### config.mk
export PLATFORM = sky130hd
export DESIGN_NAME = systolic_sched_flat
export DESIGN_NICKNAME = d
export VERILOG_FILES = /design/src/rtl/systolic_sched_pkg.sv /design/src/rtl/systolic_sched_if.sv /design/src/rtl/systolic_sched_skew_line.sv /design/src/rtl/systolic_sched.sv /design/src/flat_wrapper.sv
export SDC_FILE = /design/constraint.sdc
export NUM_CORES = 1
export LEC_CHECK = 0
export ABC_CLOCK_PERIOD_IN_PS = 1600
export CAP_MARGIN = 10
export CORE_MARGIN = 4
export CORE_UTILIZATION = 31
export CTS_CLUSTER_DIAMETER = 100
export DETAILED_ROUTE_END_ITERATION = 12
export MAX_ROUTING_LAYER = met4
export PLACE_DENSITY = 0.65
export SLEW_MARGIN = 0
export SYNTH_ARGS = -nofsm -noshare
export SYNTH_HDL_FRONTEND = slang
export SYNTH_SLANG_ARGS = --single-unit
### constraint.sdc
create_clock -name clk_i -period 1.6 [get_ports clk_i]
set_input_delay 0.32 -clock clk_i [delete_from_list [all_inputs] [get_ports clk_i]]
set_output_delay 0.32 -clock clk_i [all_outputs]
set_load 0.02 [all_outputs]
### src/rtl/systolic_sched_pkg.sv
`default_nettype none
// =============================================================================
// systolic_sched_pkg : state encoding, lane widths and drain length    Rev 1.0
// =============================================================================
package systolic_sched_pkg;

  typedef enum logic [2:0] {
    IDLE  = 3'd0,
    CLR   = 3'd1,
    FEED  = 3'd2,
    DRAIN = 3'd3,
    DONE  = 3'd4
  } state_e;

  localparam int ACT_W   = 4;
  localparam int CODE_W  = 4;
  localparam int PE_UP_W = 8;

  // Cycles for the last operand to ripple from the edge to the far corner PE.
  function automatic int drain_len(input int n);
    return 2 * n - 1;
  endfunction

endpackage
`default_nettype wire

### src/rtl/systolic_sched_if.sv
`default_nettype none
// =============================================================================
// systolic_sched_if : command, operand-buffer and PE-edge signals      Rev 1.0
// =============================================================================
interface systolic_sched_if
  import systolic_sched_pkg::*;
#(
  parameter int N     = 4,
  parameter int K_MAX = 16,
  parameter int AW    = 4
) ();

  logic                   start;
  logic [AW:0]            cfg_k;
  logic                   abort;
  logic                   busy;
  logic                   done;
  logic                   buf_rd_en;
  logic [AW-1:0]          buf_rd_addr;
  logic [N*ACT_W-1:0]     buf_left_data;
  logic [N*CODE_W-1:0]    buf_up_data;
  logic                   arr_clr;
  logic [N*ACT_W-1:0]     left_bus;
  logic [N*PE_UP_W-1:0]   up_bus;

  modport master (
    input  start, cfg_k, abort, buf_left_data, buf_up_data,
    output busy, done, buf_rd_en, buf_rd_addr, arr_clr, left_bus, up_bus
  );

  modport slave (
    output start, cfg_k, abort, buf_left_data, buf_up_data,
    input  busy, done, buf_rd_en, buf_rd_addr, arr_clr, left_bus, up_bus
  );

endinterface
`default_nettype wire

### src/rtl/systolic_sched_skew_line.sv
`default_nettype none
// =============================================================================
// skew_line : DEPTH-stage data+valid delay line, outputs zero when invalid Rev 1.0
// =============================================================================
module skew_line #(
  parameter int DEPTH = 0,
  parameter int W     = 4
) (
  input  wire logic         clk_i,
  input  wire logic         rst_ni,
  input  wire logic         flush_i,
  input  wire logic         valid_i,
  input  wire logic [W-1:0] data_i,
  output logic      [W-1:0] data_o
);

  generate
    if (DEPTH == 0) begin : g_pass
      logic unused_pass;
      assign unused_pass = &{1'b0, clk_i, rst_ni, flush_i};
      assign data_o      = valid_i ? data_i : '0;
    end else begin : g_pipe
      logic [W-1:0] data_q  [DEPTH];
      logic         valid_q [DEPTH];

      always_ff @(posedge clk_i or negedge rst_ni) begin
        if (!rst_ni) begin
          for (int s = 0; s < DEPTH; s++) begin
            data_q[s]  <= '0;
            valid_q[s] <= 1'b0;
          end
        end else if (flush_i) begin
          for (int s = 0; s < DEPTH; s++) begin
            data_q[s]  <= '0;
            valid_q[s] <= 1'b0;
          end
        end else begin
          data_q[0]  <= data_i;
          valid_q[0] <= valid_i;
          for (int s = 1; s < DEPTH; s++) begin
            data_q[s]  <= data_q[s-1];
            valid_q[s] <= valid_q[s-1];
          end
        end
      end

      assign data_o = valid_q[DEPTH-1] ? data_q[DEPTH-1] : '0;
    end
  endgenerate

endmodule
`default_nettype wire

### src/rtl/systolic_sched.sv
`default_nettype none
// =============================================================================
// systolic_sched : clear/feed/drain sequencer with diagonal edge skew  Rev 1.0
// =============================================================================
module systolic_sched
  import systolic_sched_pkg::*;
#(
  parameter int N     = 4,
  parameter int K_MAX = 16,
  parameter int AW    = 4
) (
  input wire logic         clk_i,
  input wire logic         rst_ni,
  systolic_sched_if.master bus
);

  localparam int             KW         = AW + 1;
  localparam int             DRAIN_LEN  = drain_len(N);
  localparam int             DW         = $clog2(DRAIN_LEN + 1);
  localparam logic [KW-1:0]  KMAX_C     = KW'(K_MAX);
  localparam logic [DW-1:0]  DRAIN_LAST = DW'(DRAIN_LEN - 1);

  state_e          state_q, state_d;
  logic [KW-1:0]   k_q;
  logic [AW-1:0]   addr_q;
  logic [DW-1:0]   drain_q;
  logic            rd_valid_q;
  logic            busy, done, rd_en, clr, flush, last_addr;
  logic [N*ACT_W-1:0]   left_w;
  logic [N*PE_UP_W-1:0] up_w;

  assign last_addr = ({1'b0, addr_q} == (k_q - KW'(1)));

  always_ff @(posedge clk_i or negedge rst_ni) begin
    if (!rst_ni) state_q <= IDLE;
    else         state_q <= state_d;
  end

  always_comb begin
    state_d = state_q;
    busy    = 1'b0;
    done    = 1'b0;
    rd_en   = 1'b0;
    clr     = 1'b0;
    flush   = 1'b0;
    case (state_q)
      IDLE: if (bus.start) state_d = CLR;
      CLR: begin
        busy = 1'b1;
        clr  = 1'b1;
        if (bus.abort) begin
          flush   = 1'b1;
          state_d = IDLE;
        end else if (k_q == '0) state_d = DONE;
        else                    state_d = FEED;
      end
      FEED: begin
        busy  = 1'b1;
        rd_en = 1'b1;
        if (bus.abort) begin
          flush   = 1'b1;
          state_d = IDLE;
        end else if (last_addr) state_d = DRAIN;
      end
      DRAIN: begin
        busy = 1'b1;
        if (bus.abort) begin
          flush   = 1'b1;
          state_d = IDLE;
        end else if (drain_q == '0) state_d = DONE;
      end
      DONE: begin
        busy    = 1'b1;
        done    = 1'b1;
        state_d = IDLE;
      end
      default: state_d = IDLE;
    endcase
  end

  // Depth is captured only on an accepted start so mid-pass cfg_k changes are harmless.
  always_ff @(posedge clk_i or negedge rst_ni) begin
    if (!rst_ni) begin
      k_q        <= '0;
      addr_q     <= '0;
      drain_q    <= '0;
      rd_valid_q <= 1'b0;
    end else begin
      if (state_q == IDLE && bus.start)
        k_q <= (bus.cfg_k > KMAX_C) ? KMAX_C : bus.cfg_k;
      addr_q     <= rd_en ? addr_q + 1'b1 : '0;
      rd_valid_q <= rd_en & ~flush;
      if (state_q == FEED)
        drain_q <= DRAIN_LAST;
      else if (state_q == DRAIN && drain_q != '0)
        drain_q <= drain_q - 1'b1;
    end
  end

  generate
    for (genvar i = 0; i < N; i++) begin : g_lane
      logic [CODE_W-1:0] code;

      skew_line #(.DEPTH(i), .W(ACT_W)) u_row (
        .clk_i   (clk_i),
        .rst_ni  (rst_ni),
        .flush_i (flush),
        .valid_i (rd_valid_q),
        .data_i  (bus.buf_left_data[ACT_W*i +: ACT_W]),
        .data_o  (left_w[ACT_W*i +: ACT_W])
      );

      skew_line #(.DEPTH(i), .W(CODE_W)) u_col (
        .clk_i   (clk_i),
        .rst_ni  (rst_ni),
        .flush_i (flush),
        .valid_i (rd_valid_q),
        .data_i  (bus.buf_up_data[CODE_W*i +: CODE_W]),
        .data_o  (code)
      );

      assign up_w[PE_UP_W*i +: PE_UP_W] = {{(PE_UP_W-CODE_W){1'b0}}, code};
    end
  endgenerate

  assign bus.busy        = busy;
  assign bus.done        = done;
  assign bus.buf_rd_en   = rd_en;
  assign bus.buf_rd_addr = addr_q;
  assign bus.arr_clr     = clr;
  assign bus.left_bus    = left_w;
  assign bus.up_bus      = up_w;

endmodule
`default_nettype wire

### src/flat_wrapper.sv
// flat-port wrapper written by rule: the top's interface ports become plain ports
module systolic_sched_flat import systolic_sched_pkg::*;
#(
  parameter int N     = 4,
  parameter int K_MAX = 16,
  parameter int AW    = 4
)
  (clk_i, rst_ni, bus_start, bus_cfg_k, bus_abort, bus_buf_left_data, bus_buf_up_data, bus_busy, bus_done, bus_buf_rd_en, bus_buf_rd_addr, bus_arr_clr, bus_left_bus, bus_up_bus);
  systolic_sched_if #(.N(N), .K_MAX(K_MAX), .AW(AW)) bus_i ();
  input wire logic clk_i;
  input wire logic rst_ni;
  input wire logic [$bits(bus_i.start)-1:0] bus_start;
  input wire logic [$bits(bus_i.cfg_k)-1:0] bus_cfg_k;
  input wire logic [$bits(bus_i.abort)-1:0] bus_abort;
  input wire logic [$bits(bus_i.buf_left_data)-1:0] bus_buf_left_data;
  input wire logic [$bits(bus_i.buf_up_data)-1:0] bus_buf_up_data;
  output wire logic [$bits(bus_i.busy)-1:0] bus_busy;
  output wire logic [$bits(bus_i.done)-1:0] bus_done;
  output wire logic [$bits(bus_i.buf_rd_en)-1:0] bus_buf_rd_en;
  output wire logic [$bits(bus_i.buf_rd_addr)-1:0] bus_buf_rd_addr;
  output wire logic [$bits(bus_i.arr_clr)-1:0] bus_arr_clr;
  output wire logic [$bits(bus_i.left_bus)-1:0] bus_left_bus;
  output wire logic [$bits(bus_i.up_bus)-1:0] bus_up_bus;
  assign bus_i.start = bus_start;
  assign bus_i.cfg_k = bus_cfg_k;
  assign bus_i.abort = bus_abort;
  assign bus_i.buf_left_data = bus_buf_left_data;
  assign bus_i.buf_up_data = bus_buf_up_data;
  assign bus_busy = bus_i.busy;
  assign bus_done = bus_i.done;
  assign bus_buf_rd_en = bus_i.buf_rd_en;
  assign bus_buf_rd_addr = bus_i.buf_rd_addr;
  assign bus_arr_clr = bus_i.arr_clr;
  assign bus_left_bus = bus_i.left_bus;
  assign bus_up_bus = bus_i.up_bus;
  systolic_sched #(.N(N), .K_MAX(K_MAX), .AW(AW)) u_core (.clk_i(clk_i), .rst_ni(rst_ni), .bus(bus_i));
endmodule
==> results.yml <==
outcome:
  status: "finished with violations"
  violations: "setup timing"
synth:
  synth_area_per_cell_sq_um: 11.5
  synth_edf_count: 0
  synthTopCellsByCount: "dfrtp_1 (67), nor2b_1 (51), and2_1 (34)"
  seq_area_frac_synth_pct: 59.5
  synth_top_cell_area_share_pct: 59.5
  synth_warnings: 0
  async_flop_share_pct: 100
  ys_top_cells_by_area: "dfrtp_1 (60%), nor2b_1 (11%), and2_1 (7.5%)"
  synth_most_common_cell: "dfrtp_1"
  syn-cell-area_sq_um: 2820
  synth-seq-cells: 67
  ys_types: 30
  synth_area_leader_cell: "dfrtp_1"
  synth_ff_type: "dfrtp_1"
  synthCells: 244
hold_path:
  whs_path_depth: 1
  min_path_type: "flip-flop to flip-flop"
drt:
  wl_mm: 5.36
  first_pass_iters: 4
  vias_per_cell: 4.11
  wl_met1_mm: 2.23
  num_vias: 1891
  met3_wirelength_microns: 398
  drtAntennaViolNets: 0
  drcViolationCount: 0
  dr_wl_met2_mm: 2.62
  post_drt_wl_per_cell_microns: 11.7
  drtIter0Drc: 29
  routed.top_layer: "met4"
power_and_ir_drop:
  p_int_uw: 3980
  combPwrFrac_pct: 36.1
  peakVddDrop_uv: 680
  pwr-share-seq_pct: 41.0
  pwr-share-clk_pct: 22.9
  powerDensity_nw_per_um2: 1480
  p_leak_uw: 0.00193
  switching_share_pct: 32.1
  power.switching_uw: 1880
  finalPower_uw: 5860
sta:
  hold_viol_final: 0
  fin_crit_sh_pct: 102
  layout_setup_ws_ns: -0.0309
  skew_ns: 0.00857
  drv_slew: 0
  setup_viol: 4
  max_freq_mhz: 613
  post-route-min-period_ns: 1.63
  rsz0062_at_grt: "yes"
global_route:
  grt_pass1_wl_mm: 8.47
  gr-total-overflow: 0
  antenna_found_initial: 0
  grt_use_total_pct: 10.8
  grt_max_degree: 68
  first_global_vias: 1807
critical_path:
  reg2reg_depth: 5
  endpoint_kind: "output pin"
  cp.arrival_ns: 1.31
  worstSetupPathType: "flip-flop to output pin"
  critPathBufInv: 1
  worstPathCellList: "nor2_2, and2_1, buf_2"
  path_depth: 3
  cp.required_ns: 1.28
  slowest_stage: "dfrtp_1"
  critical-path-max-stage-delay_ns: 0.45
  cp_max_fo: 3
  path_delay_family: "flip-flops"
  cp-start-kind: "flip-flop"
clocking:
  cts_buffers: 9
  worstSkewPairLatency_ns: 0.34
  clk_pin_slew_ns: 0.08
  clockBufferDepth: 2
  tritoncts: "done"
  numClockSinks: 67
  root_buffer: "clkbuf_8"
  cts_htree_levels: 3
finish:
  final.fill_count: 870
  nets: 392
  drive_above_1_share_pct: 22.4
  syn_to_final_growth_pct: 40.3
  utilization_pct: 45.1
  diodes: 0
placed_design:
  io_buffers: 80
  hpwlAfterDp_mm: 3.86
  routabilityCongestion: 0.768
run:
  maxCapViolCount: 0
die:
  die_h_microns: 103
  core_area_sq_um: 8760
  dieArea_sq_um: 10700
  core.rowCount: 34
  io_pins: 97
  fp.dieW_microns: 103
  initial_core_util_pct: 32.2
[power groups by stage]
stage	clock [uW]	sequential, uW	combinational, uW
2_1_floorplan	0	2410	1310
3_3_place_gp	0	2430	2060
3_5_place_dp	0	2440	2120
4_1_cts	1400	2400	2110
5_1_grt	1460	2480	2350
6_report	1340	2400	2110
[final timing paths]
| path | slack [ns] | to | startpoint |
|---|---|---|---|
| max | -0.03 | bus_done | u_core.state_q[1]$_DFFE_PN0P_ |
| min | 0.46 | u_core.g_lane[3].u_col.g_pipe.data_q[7]$_DFF_PN0_ | u_core.g_lane[3].u_col.g_pipe.data_q[11]$_DFF_PN0_ |
| max reg2reg | -0.02 | u_core.state_q[0]$_DFFE_PN0P_ | u_core.k_q[1]$_DFFE_PN0P_ |
| min reg2reg | 0.46 | u_core.g_lane[3].u_col.g_pipe.data_q[7]$_DFF_PN0_ | u_core.g_lane[3].u_col.g_pipe.data_q[11]$_DFF_PN0_ |
| max in group asynchronous | 0.77 | u_core.g_lane[3].u_col.g_pipe.valid_q[0]$_DFF_PN0_ | rst_ni |
| min in group asynchronous | 0.54 | u_core.g_lane[1].u_col.g_pipe.data_q[2]$_DFF_PN0_ | rst_ni |
[flip-flops by register name (all words and copies together), names as in the netlist]
register and count:
u_core.state_q 3, u_core.drain_q 3, u_core.rd_valid_q 1, u_core.g_lane.u_row.g_pipe.valid_q 1, u_core.g_lane.u_row.g_pipe.data_q 24, u_core.k_q 5, u_core.g_lane.u_col.g_pipe.data_q 24, u_core.bus.buf_rd_addr 4
u_core.g_lane.u_col.g_pipe.valid_q 2
[cells in the final DEF, fill, tap and decap left out, types with 2 or more instances in the layout]
| cell | synthesis | layout |
|---|---|---|
| clkinv_2 | 0 | 3 |
| clkdlybuf4s50_1 | 0 | 39 |
| nand2b_1 | 7 | 6 |
| buf_6 | 0 | 3 |
| nand3_1 | 2 | 2 |
| nor3_1 | 4 | 3 |
| buf_2 | 5 | 15 |
| nor2b_1 | 51 | 51 |
| and2_1 | 34 | 34 |
| xnor2_1 | 7 | 6 |
| inv_1 | 6 | 4 |
| nor2_1 | 7 | 6 |
| clkdlybuf4s15_1 | 0 | 7 |
| clkinvlp_4 | 0 | 2 |
| nand2_1 | 6 | 6 |
| ha_1 | 4 | 2 |
| a22o_1 | 3 | 3 |
| conb_1 | 1 | 16 |
| o21ai_1 | 4 | 4 |
| dfrtp_2 | 0 | 3 |
| buf_4 | 16 | 18 |
| dlygate4sd2_1 | 0 | 9 |
| dfrtp_1 | 67 | 64 |
| inv_2 | 2 | 4 |
| xor2_1 | 3 | 3 |
| clkbuf_2 | 0 | 7 |
| a22oi_1 | 3 | 3 |
| clkbuf_8 | 0 | 9 |
[logic make-up (layout without fill, tap and decap cells)]
family / count (synthesis) / count (layout) / synth area share [%]
flip-flops: 67 / 67 / 59.5
AO/OA/AOI/OAI: 13 / 13 / 3.37
buffers and inverters: 31 / 124 / 6.48
multiplexers: 2 / 2 / 0.799
adder cells (fa/ha/maj): 4 / 4 / 1.78
XOR/XNOR: 10 / 10 / 3.11
AND/OR/NAND/NOR: 116 / 116 / 24.8
other: 1 / 16 / 0.133
[timing repair]
item	CTS	global route
buffers inserted	3	0
hold endpoints to repair	15	0
gates resized for setup	101	29
pin swaps	6	5
hold buffers	1	0
setup endpoints to repair	41	24
[stage by stage]
step | hold WS (ns) | std cells | setup TNS (ns) | area, sq um | setup slack (ns)
after global placement | 0.362 | 440 | -8.22 | 3810 | -0.199
after CTS | 0.459 | 460 | -0.241 | 3970 | -0.0860
after floorplan | 0.0244 | 259 | -0.0319 | 2890 | -0.0319
after detailed placement | 0.370 | 440 | -7.06 | 3810 | -0.236
final | 0.457 | 460 | -0.0894 | 3950 | -0.0309
after global routing | 0.478 | 460 | -0.432 | 3950 | -0.123
[routing by layer]
metal | global-route usage [%] | vias up
met5 | - | -
met4 | 5.68 | 0
met3 | 3.42 | 13
met2 | 16.3 | 70
met1 | 13.0 | 866
li1 | - | 942
[layout make-up]
class                   count  area [sq um]  share of cell area [%]
clock buffers               9           124                    3.13
multi-input cells         161          1070                    27.0
flip-flops and latches     67          1680                    42.5
clock inverters             7          68.8                    1.74
well taps                 108           135                    3.42
inverters                   8          30.0                   0.760
repair buffers            100           848                    21.5
No activity file was read; power rests on OpenSTA's default activity.
